[src/rtl/pc_sequencer_pkg.sv]
// Shared types and constants for the fetch PC sequencer.
package pc_seq_pkg;

  typedef enum logic [1:0] {
    S_RUN    = 2'd0,
    S_HALTED = 2'd1,
    S_FAULT  = 2'd2
  } seq_state_t;

  typedef enum logic [1:0] {
    FC_NONE  = 2'b00,
    FC_ALIGN = 2'b01,
    FC_RANGE = 2'b10
  } fault_cause_t;

  localparam int PC_INC = 4;

endpackage

[src/rtl/pc_sequencer_sat_counter.sv]
// Width-parameterised saturating up-counter with async active-low reset.
module sat_counter #(
  parameter int W = 16
) (
  input  logic         clk,
  input  logic         rst_n,
  input  logic         inc_i,
  output logic [W-1:0] cnt_o
);

  logic [W-1:0] cnt_q, cnt_d;

  always_comb begin
    cnt_d = cnt_q;
    if (inc_i && (cnt_q != {W{1'b1}})) cnt_d = cnt_q + W'(1);
  end

  always_ff @(posedge clk or negedge rst_n) begin
    if (!rst_n) cnt_q <= '0;
    else        cnt_q <= cnt_d;
  end

  assign cnt_o = cnt_q;

endmodule

[src/rtl/pc_sequencer.sv]
// Fetch PC register and RUN/HALTED/FAULT sequencing driven by EX-stage redirects.
module pc_sequencer
  import pc_seq_pkg::*;
#(
  parameter int              PC_W     = 9,
  parameter logic [PC_W-1:0] TRAP_VEC = PC_W'(9'h100)
) (
  input  logic            clk,
  input  logic            rst_n,
  input  logic            stall,
  input  logic            ex_valid,
  input  logic            ex_pc_sel,
  input  logic            ex_halt,
  input  logic [31:0]     ex_br_pc,
  input  logic            resume,
  output logic [PC_W-1:0] pc,
  output logic            flush_if_id,
  output logic            flush_id_ex,
  output logic            halted,
  output logic            fault,
  output logic [1:0]      fault_cause,
  output logic [15:0]     redirect_cnt
);

  seq_state_t      state_q, state_d;
  fault_cause_t    cause_q, cause_d;
  logic [PC_W-1:0] pc_q, pc_d;
  logic            flush;
  logic            cnt_inc;

  logic take, is_halt, bad_align, bad_range;
  assign take      = ex_valid & ex_pc_sel;
  assign is_halt   = take & ex_halt;
  assign bad_align = ex_br_pc[1:0] != 2'b00;
  assign bad_range = |ex_br_pc[31:PC_W];

  always_comb begin
    state_d = state_q;
    cause_d = cause_q;
    pc_d    = pc_q;
    flush   = 1'b0;
    cnt_inc = 1'b0;
    case (state_q)
      S_RUN: begin
        flush = take;
        if (is_halt) begin
          pc_d    = ex_br_pc[PC_W-1:0];
          state_d = S_HALTED;
        end else if (take && (bad_align || bad_range)) begin
          pc_d    = TRAP_VEC;
          cause_d = bad_align ? FC_ALIGN : FC_RANGE;
          state_d = S_FAULT;
        end else if (take) begin
          pc_d    = ex_br_pc[PC_W-1:0];
          cnt_inc = 1'b1;
        end else if (!stall) begin
          pc_d = pc_q + PC_W'(PC_INC);
        end
      end
      S_HALTED: begin
        flush = 1'b1;
        if (resume) begin
          pc_d    = pc_q + PC_W'(PC_INC);
          state_d = S_RUN;
        end
      end
      S_FAULT: begin
        flush = 1'b1;
        if (resume) begin
          cause_d = FC_NONE;
          state_d = S_RUN;
        end
      end
      default: state_d = S_RUN;
    endcase
  end

  always_ff @(posedge clk or negedge rst_n) begin
    if (!rst_n) begin
      state_q <= S_RUN;
      cause_q <= FC_NONE;
      pc_q    <= '0;
    end else begin
      state_q <= state_d;
      cause_q <= cause_d;
      pc_q    <= pc_d;
    end
  end

  sat_counter #(.W(16)) u_redirect_cnt (
    .clk   (clk),
    .rst_n (rst_n),
    .inc_i (cnt_inc),
    .cnt_o (redirect_cnt)
  );

  // Gated by reset so flushes read 0 while held in reset, even if EX inputs are live.
  assign flush_if_id = flush & rst_n;
  assign flush_id_ex = flush & rst_n;
  assign pc          = pc_q;
  assign halted      = state_q == S_HALTED;
  assign fault       = state_q == S_FAULT;
  assign fault_cause = cause_q;

endmodule

[config.mk]
export PLATFORM = sky130hd
export DESIGN_NAME = pc_sequencer
export DESIGN_NICKNAME = d
export VERILOG_FILES = /design/src/rtl/pc_sequencer_pkg.sv /design/src/rtl/pc_sequencer_sat_counter.sv /design/src/rtl/pc_sequencer.sv
export SDC_FILE = /design/constraint.sdc
export NUM_CORES = 1
export LEC_CHECK = 0
export BUFFER_PORTS_ARGS = -buffer_cell sky130_fd_sc_hd__buf_2
export CAP_MARGIN = 0
export CORE_UTILIZATION = 30
export DETAILED_ROUTE_END_ITERATION = 8
export PLACE_DENSITY = 0.61
export SYNTH_ARGS = -nofsm -noshare
export SYNTH_HDL_FRONTEND = slang
export SYNTH_SLANG_ARGS = --single-unit
export TNS_END_PERCENT = 10
[constraint.sdc]
create_clock -name clk -period 3.2 [get_ports clk]
set_input_delay 0.64 -clock clk [delete_from_list [all_inputs] [get_ports clk]]
set_output_delay 0.64 -clock clk [all_outputs]
set_load 0.05 [all_outputs]
==> run_results.csv <==
group,metric,value,unit
status,outcome,"completed",
cts,cts_resized,0,
sta,period_needed,2540,ps
sta,tightestPinTransition,589,ps
cts,cts_root_buf,"clkbuf_8",
drt,vias_per_cell,4.99,
grt,antenna_found_initial,0,
cts,tritoncts,"yes",
drt,detail-route-antenna-nets,0,
drt,drt_first_pass_iters,4,
logic_synthesis,yosys-top-cells-area,"dfrtp_1 (43%), xnor2_1 (7.7%), and3_1 (4.8%)",
pwr,p_per_area,723,nW/µm²
sta,timing.fmax,394,MHz
drt,vias,1541,
logic_synthesis,yosysWarnings,0,
logic_synthesis,synth_area_leader_cell,"dfrtp_1",
sta,setup_viol,0,
critical_path,crit_buf_inv,2,
die,io_pins,70,
cts,cts_num_sinks,29,
critical_path,cp-startpoint,"state_q[1]$_DFFE_PN0P_",
logic_synthesis,yosys.cell_types.count,41,
layout,antenna_cells,0,
layout,multi_input_area,923,µm²
critical_path,cp.arrival,1900,ps
cts,cts.path.max_buffers,2,
logic_synthesis,syn_area,1700,µm²
cts,clk_latency,280,ps
sta,finalHoldViolCount,0,
critical_path,required,2560,ps
critical_path,r2r-start,"state_q[1]$_DFFE_PN0P_",
logic_synthesis,ys_seq_elements,29,
grt,gr-total-overflow,0,
layout,drive_above_1_share,0.367,
layout,fin_area,2200,µm²
critical_path,cpPeakStageDelay,420,ps
logic_synthesis,synthCells,164,
die,die-area,5980,µm²
sta,finalMaxSlewViolations,0,
pwr,ir_drop,0.000405,V
layout,area_growth,29.5,%
die,initial_core_util,0.311,
cts,clk_pin_slew,60,ps
pwr,power.leakage,0.00113,µW
sta,layout_setup_ws,664,ps
die,rows,27,
sta,tns,0,ps
grt,grt_max_degree,30,
die,coreArea,5470,µm²
grt,grt_pass1_vias,1540,
critical_path,rrSetupSlack,810,ps
min_path,hold_class,"in -> async",
logic_synthesis,synthesis.nets,209,
grt,grt.total_usage,0.146,
cts,cts_buffers,5,
layout,seq_area,726,µm²
placed_design,placedCellCount,302,
logic_synthesis,yosys.area.top_type_share,0.426,
layout,final_cells,309,
grt,grt_pass1_wl,6850,µm
die,die_x,77.3,µm
critical_path,critPathTopFamily,"buffers and inverters",
placed_design,portBuffers,69,
logic_synthesis,ys_seq_area_frac,0.426,
placed_design,pre_cts_ws,796,ps
critical_path,critical_path_class,"reg -> out",
critical_path,path_cells,"inv_1 -> ha_1 -> a31oi_1 -> nor3b_1 -> buf_2",
die,die_height,77.3,µm
sta,relSlewSlack,0.607,
cts,post_cts_buffers,0,
layout,final_util,0.403,
critical_path,worstPathMaxFanout,10,
critical_path,r2r_end,"u_redirect_cnt.cnt_o[1]$_DFFE_PN0P_",
sta,finalCritPeriodShare,0.793,
placed_design,place_area,2120,µm²
layout,fin_nets,282,
critical_path,end_kind,"output pin",
critical_path,start_kind,"flip-flop",
drt,drc,0,
critical_path,r2r_cells,6,
drt,drt_wl_total,4140,µm
drt,first_iter_violations,86,
sta,rsz0062_at_grt,"false",
drt,wl_per_cell,13.4,µm
placed_design,gp_congestion,0.824,
cts,cts_hold_buf,0,
cts,h-tree-depth,2,
sta,worst_clock_skew,6.37,ps
placed_design,dpl.hpwl,3150,µm
critical_path,cp_slowest_cell,"dfrtp_1",
flow_run,cap_violations,0,
layout,fillers,573,
logic_synthesis,synth.avg_cell_area,10.4,µm²
## metrics by stage
step	total power, µW	hold slack (ps)
after floorplan	1110	344
after global placement	1290	463
after detailed placement	1300	469
after CTS	1610	423
after global routing	1690	448
final	1590	413
## routing by layer
| metal | up-vias | track usage | share of wire |
|---|---|---|---|
| met2 | 43 | 0.248 | 0.48 |
| li1 | 760 | - | - |
| met4 | 0 | 0.0642 | 0.012 |
| met5 | - | 0 | 0 |
| met1 | 733 | 0.173 | 0.47 |
| met3 | 5 | 0.0365 | 0.045 |
## cells in the mapped netlist
master	instances
nor2b_1	1
nand4_2	2
nand2_2	1
o21ai_0	7
mux2i_1	3
a211oi_1	1
clkbuf_1	1
xnor2_1	15
nand2_1	9
a2bb2oi_1	1
o2bb2ai_1	1
and3_1	13
buf_4	1
nor3b_4	1
o21ba_2	1
mux2_4	1
a21oi_1	3
a31oi_1	3
and4_1	2
dfrtp_1	29
ha_1	6
buf_2	1
o21ai_1	2
o22ai_1	1
and2_1	2
nor3_1	2
a221o_1	6
nor4_2	1
o211ai_1	1
nand3_1	8
buf_6	1
inv_1	7
nor4_1	2
nand3_2	1
nand2b_1	1
nor2_1	6
a31o_2	1
nor3b_1	7
nor4_4	2
nand4_1	9
o31a_1	1
## registers in the layout, indices dropped and copies added (netlist names)
register	flops
pc	9
u_redirect_cnt.cnt_o	16
state_q	2
fault_cause	2
## kinds of logic after synthesis
family | after synthesis | synth area share
AND/OR/NAND/NOR | 70 | 0.274
buffers and inverters | 11 | 0.0316
adder cells (fa/ha/maj) | 6 | 0.0441
XOR/XNOR | 15 | 0.0772
AO/OA/AOI/OAI | 29 | 0.121
multiplexers | 4 | 0.0264
flip-flops | 29 | 0.426
## placed cells by master (no fill, tap or decap), drive strengths merged
cell type  count
o22ai          1
inv            7
nand2b         1
nor3           2
and2           2
nand3          9
a21oi          3
nor2b          1
mux2i          3
mux2           1
dfrtp         29
a2bb2oi        1
a211oi         1
o21ba          1
nor3b          8
a31oi          3
xnor2         15
o31a           1
nand2         10
a31o           1
and4           2
o2bb2ai        1
ha             6
o21ai          9
and3          13
buf           70
clkbuf         7
nor2           6
nand4         11
a221o          6
nor4           5
o211ai         1
## worst max-delay path by stage
stage          slack, ps  depth (start not counted)                             endpoint
6_report             660                          5                          flush_id_ex
5_1_grt              550                          5                          flush_id_ex
4_1_cts              640                          5                          flush_if_id
3_5_place_dp         800                          6  u_redirect_cnt.cnt_o[1]$_DFFE_PN0P_
3_3_place_gp         850                          6  u_redirect_cnt.cnt_o[1]$_DFFE_PN0P_
2_1_floorplan        100                          6                          flush_if_id
## cell type report
cell class	count	area share
Multi-Input combinational cell	124	0.419
Sequential cell	29	0.329
Timing Repair Buffer	70	0.160
Tap cell	72	0.0409
Clock buffer	7	0.0392
Inverter	7	0.0119
## power breakdown
part / internal [µW] / total, µW / leakage, µW / switching [µW]
registers: 442 / 516 / 0.000382 / 73.2
logic: 230 / 775 / 0.000700 / 545
clock network: 170 / 304 / 0.0000443 / 133
total: 843 / 1590 / 0.00113 / 751
(Power assumes the default switching activity.)
